### config.mk
export PLATFORM = sky130hd
export DESIGN_NAME = pwm_decoder
export DESIGN_NICKNAME = d
export VERILOG_FILES = /design/src/rtl/pwm_decoder.sv
export SDC_FILE = /design/constraint.sdc
export NUM_CORES = 1
export LEC_CHECK = 0
export ABC_CLOCK_PERIOD_IN_PS = 3900
export CORE_MARGIN = 2
export CORE_UTILIZATION = 40
export DETAILED_ROUTE_END_ITERATION = 16
export GPL_TIMING_DRIVEN = 0
export PLACE_DENSITY = 0.58
export REMOVE_ABC_BUFFERS = 1
export SKIP_CTS_REPAIR_TIMING = 1
export SYNTH_ARGS = -nofsm -noshare
export SYNTH_HDL_FRONTEND = slang
export SYNTH_SLANG_ARGS = --single-unit
### constraint.sdc
create_clock -name clk -period 3.9 [get_ports clk]
set_input_delay 0.78 -clock clk [delete_from_list [all_inputs] [get_ports clk]]
set_output_delay 0.78 -clock clk [all_outputs]
set_load 0.1 [all_outputs]
### src/rtl/pwm_decoder.sv
// pwm_decoder
//   Measures a free-running PWM line. Every rising edge of the line closes a
//   period and reports its length (period) and its high time (duty, saturated
//   to 255). If no rising edge arrives for TIMEOUT cycles, the line is reported
//   as static: period=0, duty=255 for stuck-high or 0 for stuck-low.
//
// Parameters
//   TIMEOUT     cycles without a rising edge before a static result (2..511)
//
// Ports
//   clk         single clock, all state updates on its rising edge
//   reset       asynchronous, active-high reset
//   pwm_in      asynchronous PWM line being measured
//   duty        high time of the last measured period, saturated to 255
//   period      rising-edge-to-rising-edge time; 0 on a static result
//   static_out  1 = last result was a timeout, 0 = a real period
//   valid       one-cycle pulse when duty/period/static_out update
module pwm_decoder #(
  parameter int unsigned TIMEOUT = 511
) (
  input  logic       clk,
  input  logic       reset,
  input  logic       pwm_in,
  output logic [7:0] duty,
  output logic [8:0] period,
  output logic       static_out,
  output logic       valid
);

  localparam logic [8:0] CNT_MAX = '1;
  localparam logic [8:0] TO_VAL  = 9'(TIMEOUT);

  typedef enum logic {
    IDLE,     // no reference edge captured yet
    MEASURE   // reference edge captured, counting the current period
  } state_e;

  // Input synchronizer (s1, s2) plus one delayed copy (s3) for edge detect
  logic s1_q, s2_q, s3_q;
  logic rise;

  state_e     state_q, state_d;
  logic [8:0] pcnt_q, pcnt_d;
  logic [8:0] hcnt_q, hcnt_d;
  logic [7:0] duty_q, duty_d;
  logic [8:0] period_q, period_d;
  logic       static_q, static_d;
  logic       valid_q, valid_d;

  logic [8:0] pcnt_inc;
  logic [8:0] hcnt_inc;
  logic       timeout;

  always_ff @(posedge clk or posedge reset) begin
    if (reset) begin
      s1_q <= 1'b0;
      s2_q <= 1'b0;
      s3_q <= 1'b0;
    end else begin
      s1_q <= pwm_in;
      s2_q <= s1_q;
      s3_q <= s2_q;
    end
  end

  assign rise = s2_q & ~s3_q;

  // Both counters saturate rather than wrap
  assign pcnt_inc = (pcnt_q == CNT_MAX) ? pcnt_q : pcnt_q + 9'd1;
  assign hcnt_inc = (hcnt_q == CNT_MAX) ? hcnt_q : hcnt_q + 9'd1;

  // pcnt never skips past TIMEOUT (it reloads to 0/1 and steps by one), so
  // >= behaves as == here but stays safe against any stray value.
  assign timeout = (pcnt_q >= TO_VAL);

  always_ff @(posedge clk or posedge reset) begin
    if (reset) begin
      state_q  <= IDLE;
      pcnt_q   <= '0;
      hcnt_q   <= '0;
      duty_q   <= '0;
      period_q <= '0;
      static_q <= 1'b0;
      valid_q  <= 1'b0;
    end else begin
      state_q  <= state_d;
      pcnt_q   <= pcnt_d;
      hcnt_q   <= hcnt_d;
      duty_q   <= duty_d;
      period_q <= period_d;
      static_q <= static_d;
      valid_q  <= valid_d;
    end
  end

  always_comb begin
    state_d  = state_q;
    pcnt_d   = pcnt_q;
    hcnt_d   = hcnt_q;
    duty_d   = duty_q;
    period_d = period_q;
    static_d = static_q;
    valid_d  = 1'b0;

    // A rise takes priority over a simultaneous timeout.
    if (rise) begin
      if (state_q == MEASURE) begin
        period_d = pcnt_q;
        duty_d   = (hcnt_q > 9'd255) ? 8'd255 : hcnt_q[7:0];
        static_d = 1'b0;
        valid_d  = 1'b1;
      end
      // The rise cycle itself is the first cycle of the new period and is high
      state_d = MEASURE;
      pcnt_d  = 9'd1;
      hcnt_d  = 9'd1;
    end else if (timeout) begin
      period_d = '0;
      duty_d   = s2_q ? 8'd255 : 8'd0;
      static_d = 1'b1;
      valid_d  = 1'b1;
      state_d  = IDLE;
      pcnt_d   = '0;
      hcnt_d   = '0;
    end else begin
      pcnt_d = pcnt_inc;
      case (state_q)
        IDLE:    hcnt_d = '0;
        MEASURE: hcnt_d = s2_q ? hcnt_inc : hcnt_q;
        default: hcnt_d = '0;
      endcase
    end
  end

  assign duty       = duty_q;
  assign period     = period_q;
  assign static_out = static_q;
  assign valid      = valid_q;

endmodule

==> qor.txt, run 1 <==
CP peak stage delay - 1140 ps
Yosys reg bits - 41
crit-path cells - clkdlybuf4s50_1
CTS buffer count - 5
PwrDens - 583.9 nW/um2
final hold violations - 0
I/O Buffers - 21
worst hold path type - reg2reg
maxcap violations - 0
Syn-to-layout area delta - 19.09%
Worst-Margin Slew - 975.1 ps
vias in the first global route - 1297
number of synthesized flops with an enable pin - 0
filler instances - 388
GP Congestion - 0.7621
Iteration-0 DRC Markers - 78
clk root buf - clkbuf_8
CTS tree - built
row count - 24
Max-slew headroom - 34.79%
Crit path depth - 1
share of cells above drive strength 1 - 5.820%
Hold Path Depth - 0
main flop type after synthesis - dfrtp_1
first-pass GRT wire length - 6.479 mm
Leakage - 1.003 nW
delay-heaviest family, CP - buffers and inverters
syn avg cell area - 11.09 um2
final cell count without fillers - 241
all-layer global routing usage - 16.58%
CP bufs+invs - 1
slowest stage cell, crit path - clkdlybuf4s50_1
Placed Cells incl. Taps - 233
main combinational cell family by area after synthesis - compound AO/OA/AOI/OAI gates
min Tclk post-route - 2585 ps
crit path DAT - 1800 ps
outcome - complete, no violations
DR vias/cell - 5.510
synth warn - 0
register area share after synthesis - 55.71%
cell area after synthesis - 1842 um2
clock-pin slew on the worst setup and hold paths - 80 ps
complex-gate fraction of the synthesized area - 17.32%
largest net degree at the start of global routing - 42
Final setup viols - 0
XOR/XNOR Fraction of Synth Area - 2.853%
clk sink count - 41
Worst Setup Start Kind - register
peak supply drop - 0.3001 mV
CP required - 3120 ps
Nets - 196
routed len/inst - 15.45 um
CP Capture Type - output pin
Max clock buf depth - 2
FFs w/ async S/R, synth - 100.0%
# DRC - 0
Hold Slack - 354.5 ps
Mapped Cells - 166
Core Util, Final - 50.03%
Synth Area in Adders - 3.397%
WL final - 3.723 mm
max-slew violations - 0
setup_tns - 0 ps
Peak Freq - 0.3869 GHz
DIE WIDTH - 71.86 um
final period utilization - 66.28%
peak fanout along the critical path - 2
final antenna-violating net count - 0
WS Path Type - reg2out
post-route design area - 2193 um2
Area after DPL - 2082 um2
H-tree depth - 2
drt pass-1 iters - 4
die area - 5163 um2
RSZ-0062 raised after global routing - false
initial antenna violation count - 0
global route total overflow - 0
Starting Density - 42.01%
post-DP HPWL - 2.400 mm
Layout Skew - 8.681 ps
height of the die - 71.86 um
Antenna diodes - 0
Synth cell types - 39
Worst Reg-to-Reg Cells - 7
core footprint - 4384 um2
post-synthesis simple-gate area fraction - 16.24%
mux cell area share after synthesis - 0.5435%
# IOs - 22
via count - 1328
Clock Latency Late Sink - 300 ps
==> cells in the mapped netlist (4+ instances only) <==
cell       number  area share [%]
inv_1          10             2.0
a22o_1          9             4.3
ha_1            5             3.4
o2bb2ai_1       7             3.3
dfrtp_1        41              56
o21ai_0         7             1.9
a21oi_1         4             1.1
nand2_1         8             1.6
nor2_1         21             4.3
nand3_1         7             1.9
xnor2_1         4             1.9
==> routing by layer <==
layer	part of all wire, %	global-route usage (%)
met3	4.7	5.626
met5	0	0
met2	43	22.43
met1	51	24.79
met4	1.5	5.660
==> layout make-up <==
type | instances | area [um2] | share of cell area [%]
flip-flops and latches | 41 | 1026 | 46.78
multi-input cells | 109 | 743.2 | 33.88
repair buffers | 21 | 210.2 | 9.584
clock buffers | 6 | 72.57 | 3.309
well taps | 52 | 65.06 | 2.966
clock inverters | 2 | 38.79 | 1.768
inverters | 10 | 37.54 | 1.711
==> cell families (layout without fill, tap and decap cells) <==
group / after synthesis / in the layout
AO/OA/AOI/OAI: 40 / 40
XOR/XNOR: 6 / 6
adder cells (fa/ha/maj): 5 / 5
buffers and inverters: 16 / 39
flip-flops: 41 / 41
multiplexers: 1 / 1
AND/OR/NAND/NOR: 57 / 57
==> worst register-to-register path: stages, from the launching register on <==
cell and delay (ps):
dfrtp_1 450, and4_1 250, and4_1 220, ha_1 240, and4b_1 340, nand3_1 110
or3_1 310, a21oi_1 140
==> metrics by stage <==
step	power [W]	worst slack, ps
2_1_floorplan	0.0008466	1975
3_3_place_gp	0.0009401	1353
3_5_place_dp	0.0009470	1642
4_1_cts	0.001291	1304
5_1_grt	0.001340	1263
6_report	0.001281	1315
==> path summary, 6_finish.rpt <==
| kind | to | slack, ps | start |
|---|---|---|---|
| max reg2reg | hcnt_q[5] | 1770 | hcnt_q[3] |
| min reg2reg | s2_q | 350 | s1_q |
| min | s2_q | 350 | s1_q |
| min in group asynchronous | pcnt_q[0] | 960 | reset |
| max | duty[3] | 1320 | duty[3] |
| max in group asynchronous | duty[2] | 2420 | reset |
==> flip-flops by register name, indices dropped and copies added, names as in the netlist <==
register,cells
s2_q,1
static_out,1
s3_q,1
state_q,1
pcnt_q,9
period,9
s1_q,1
duty,8
valid,1
hcnt_q,9
==> cells in the final DEF, fill, tap and decap left out, types with 2 or more instances in the layout <==
| cell | synthesis | final |
|---|---|---|
| o2bb2ai_1 | 7 | 7 |
| xor2_1 | 2 | 2 |
| and4_1 | 3 | 3 |
| or3_1 | 2 | 2 |
| nor2b_1 | 3 | 3 |
| nand3_1 | 7 | 7 |
| dfrtp_1 | 41 | 41 |
| and3_1 | 3 | 3 |
| a31oi_1 | 2 | 2 |
| ha_1 | 5 | 5 |
| a22o_1 | 9 | 9 |
| inv_1 | 10 | 9 |
| nand2_1 | 8 | 8 |
| nand4b_1 | 2 | 2 |
| o21ai_0 | 7 | 7 |
| nand4_1 | 3 | 3 |
| nand2b_1 | 2 | 2 |
| xnor2_1 | 4 | 4 |
| nor2_1 | 21 | 21 |
| a21oi_1 | 4 | 4 |
| clkdlybuf4s50_1 | 0 | 21 |
| clkbuf_8 | 0 | 5 |
==> report_power, final <==
part	leakage, nW	internal, W	switching (W)
sequential	0.530	0.000481	0.0000594
combinational	0.417	0.000104	0.000292
clock	0.0554	0.000192	0.000152
Note: power is estimated with default switching activity, not from simulation.
==> inputs of run 2 (changes only) <==
--- a/config.mk
+++ b/config.mk
@@ -5,7 +5,7 @@
 export SDC_FILE = /design/constraint.sdc
 export NUM_CORES = 1
 export LEC_CHECK = 0
-export ABC_CLOCK_PERIOD_IN_PS = 3900
+export ABC_CLOCK_PERIOD_IN_PS = 2500
 export CORE_MARGIN = 2
 export CORE_UTILIZATION = 40
 export DETAILED_ROUTE_END_ITERATION = 16
==> constraint.sdc (replaced) <==
create_clock -name clk -period 2.5 [get_ports clk]
set_input_delay 0.5 -clock clk [delete_from_list [all_inputs] [get_ports clk]]
set_output_delay 0.5 -clock clk [all_outputs]
set_load 0.1 [all_outputs]
==> results of run 2 <==
Same layout as run 1 (identical final DEF). Status: complete, no violations.
Main changes from that run: setup slack after placement 1642 ps -> 408.4 ps; setup slack after layout 1315 ps -> 195.2 ps; register-to-register setup slack 1770 ps -> 370 ps; total power 0.001281 W -> 0.001998 W; worst IR drop on VDD 0.3001 mV -> 0.4681 mV
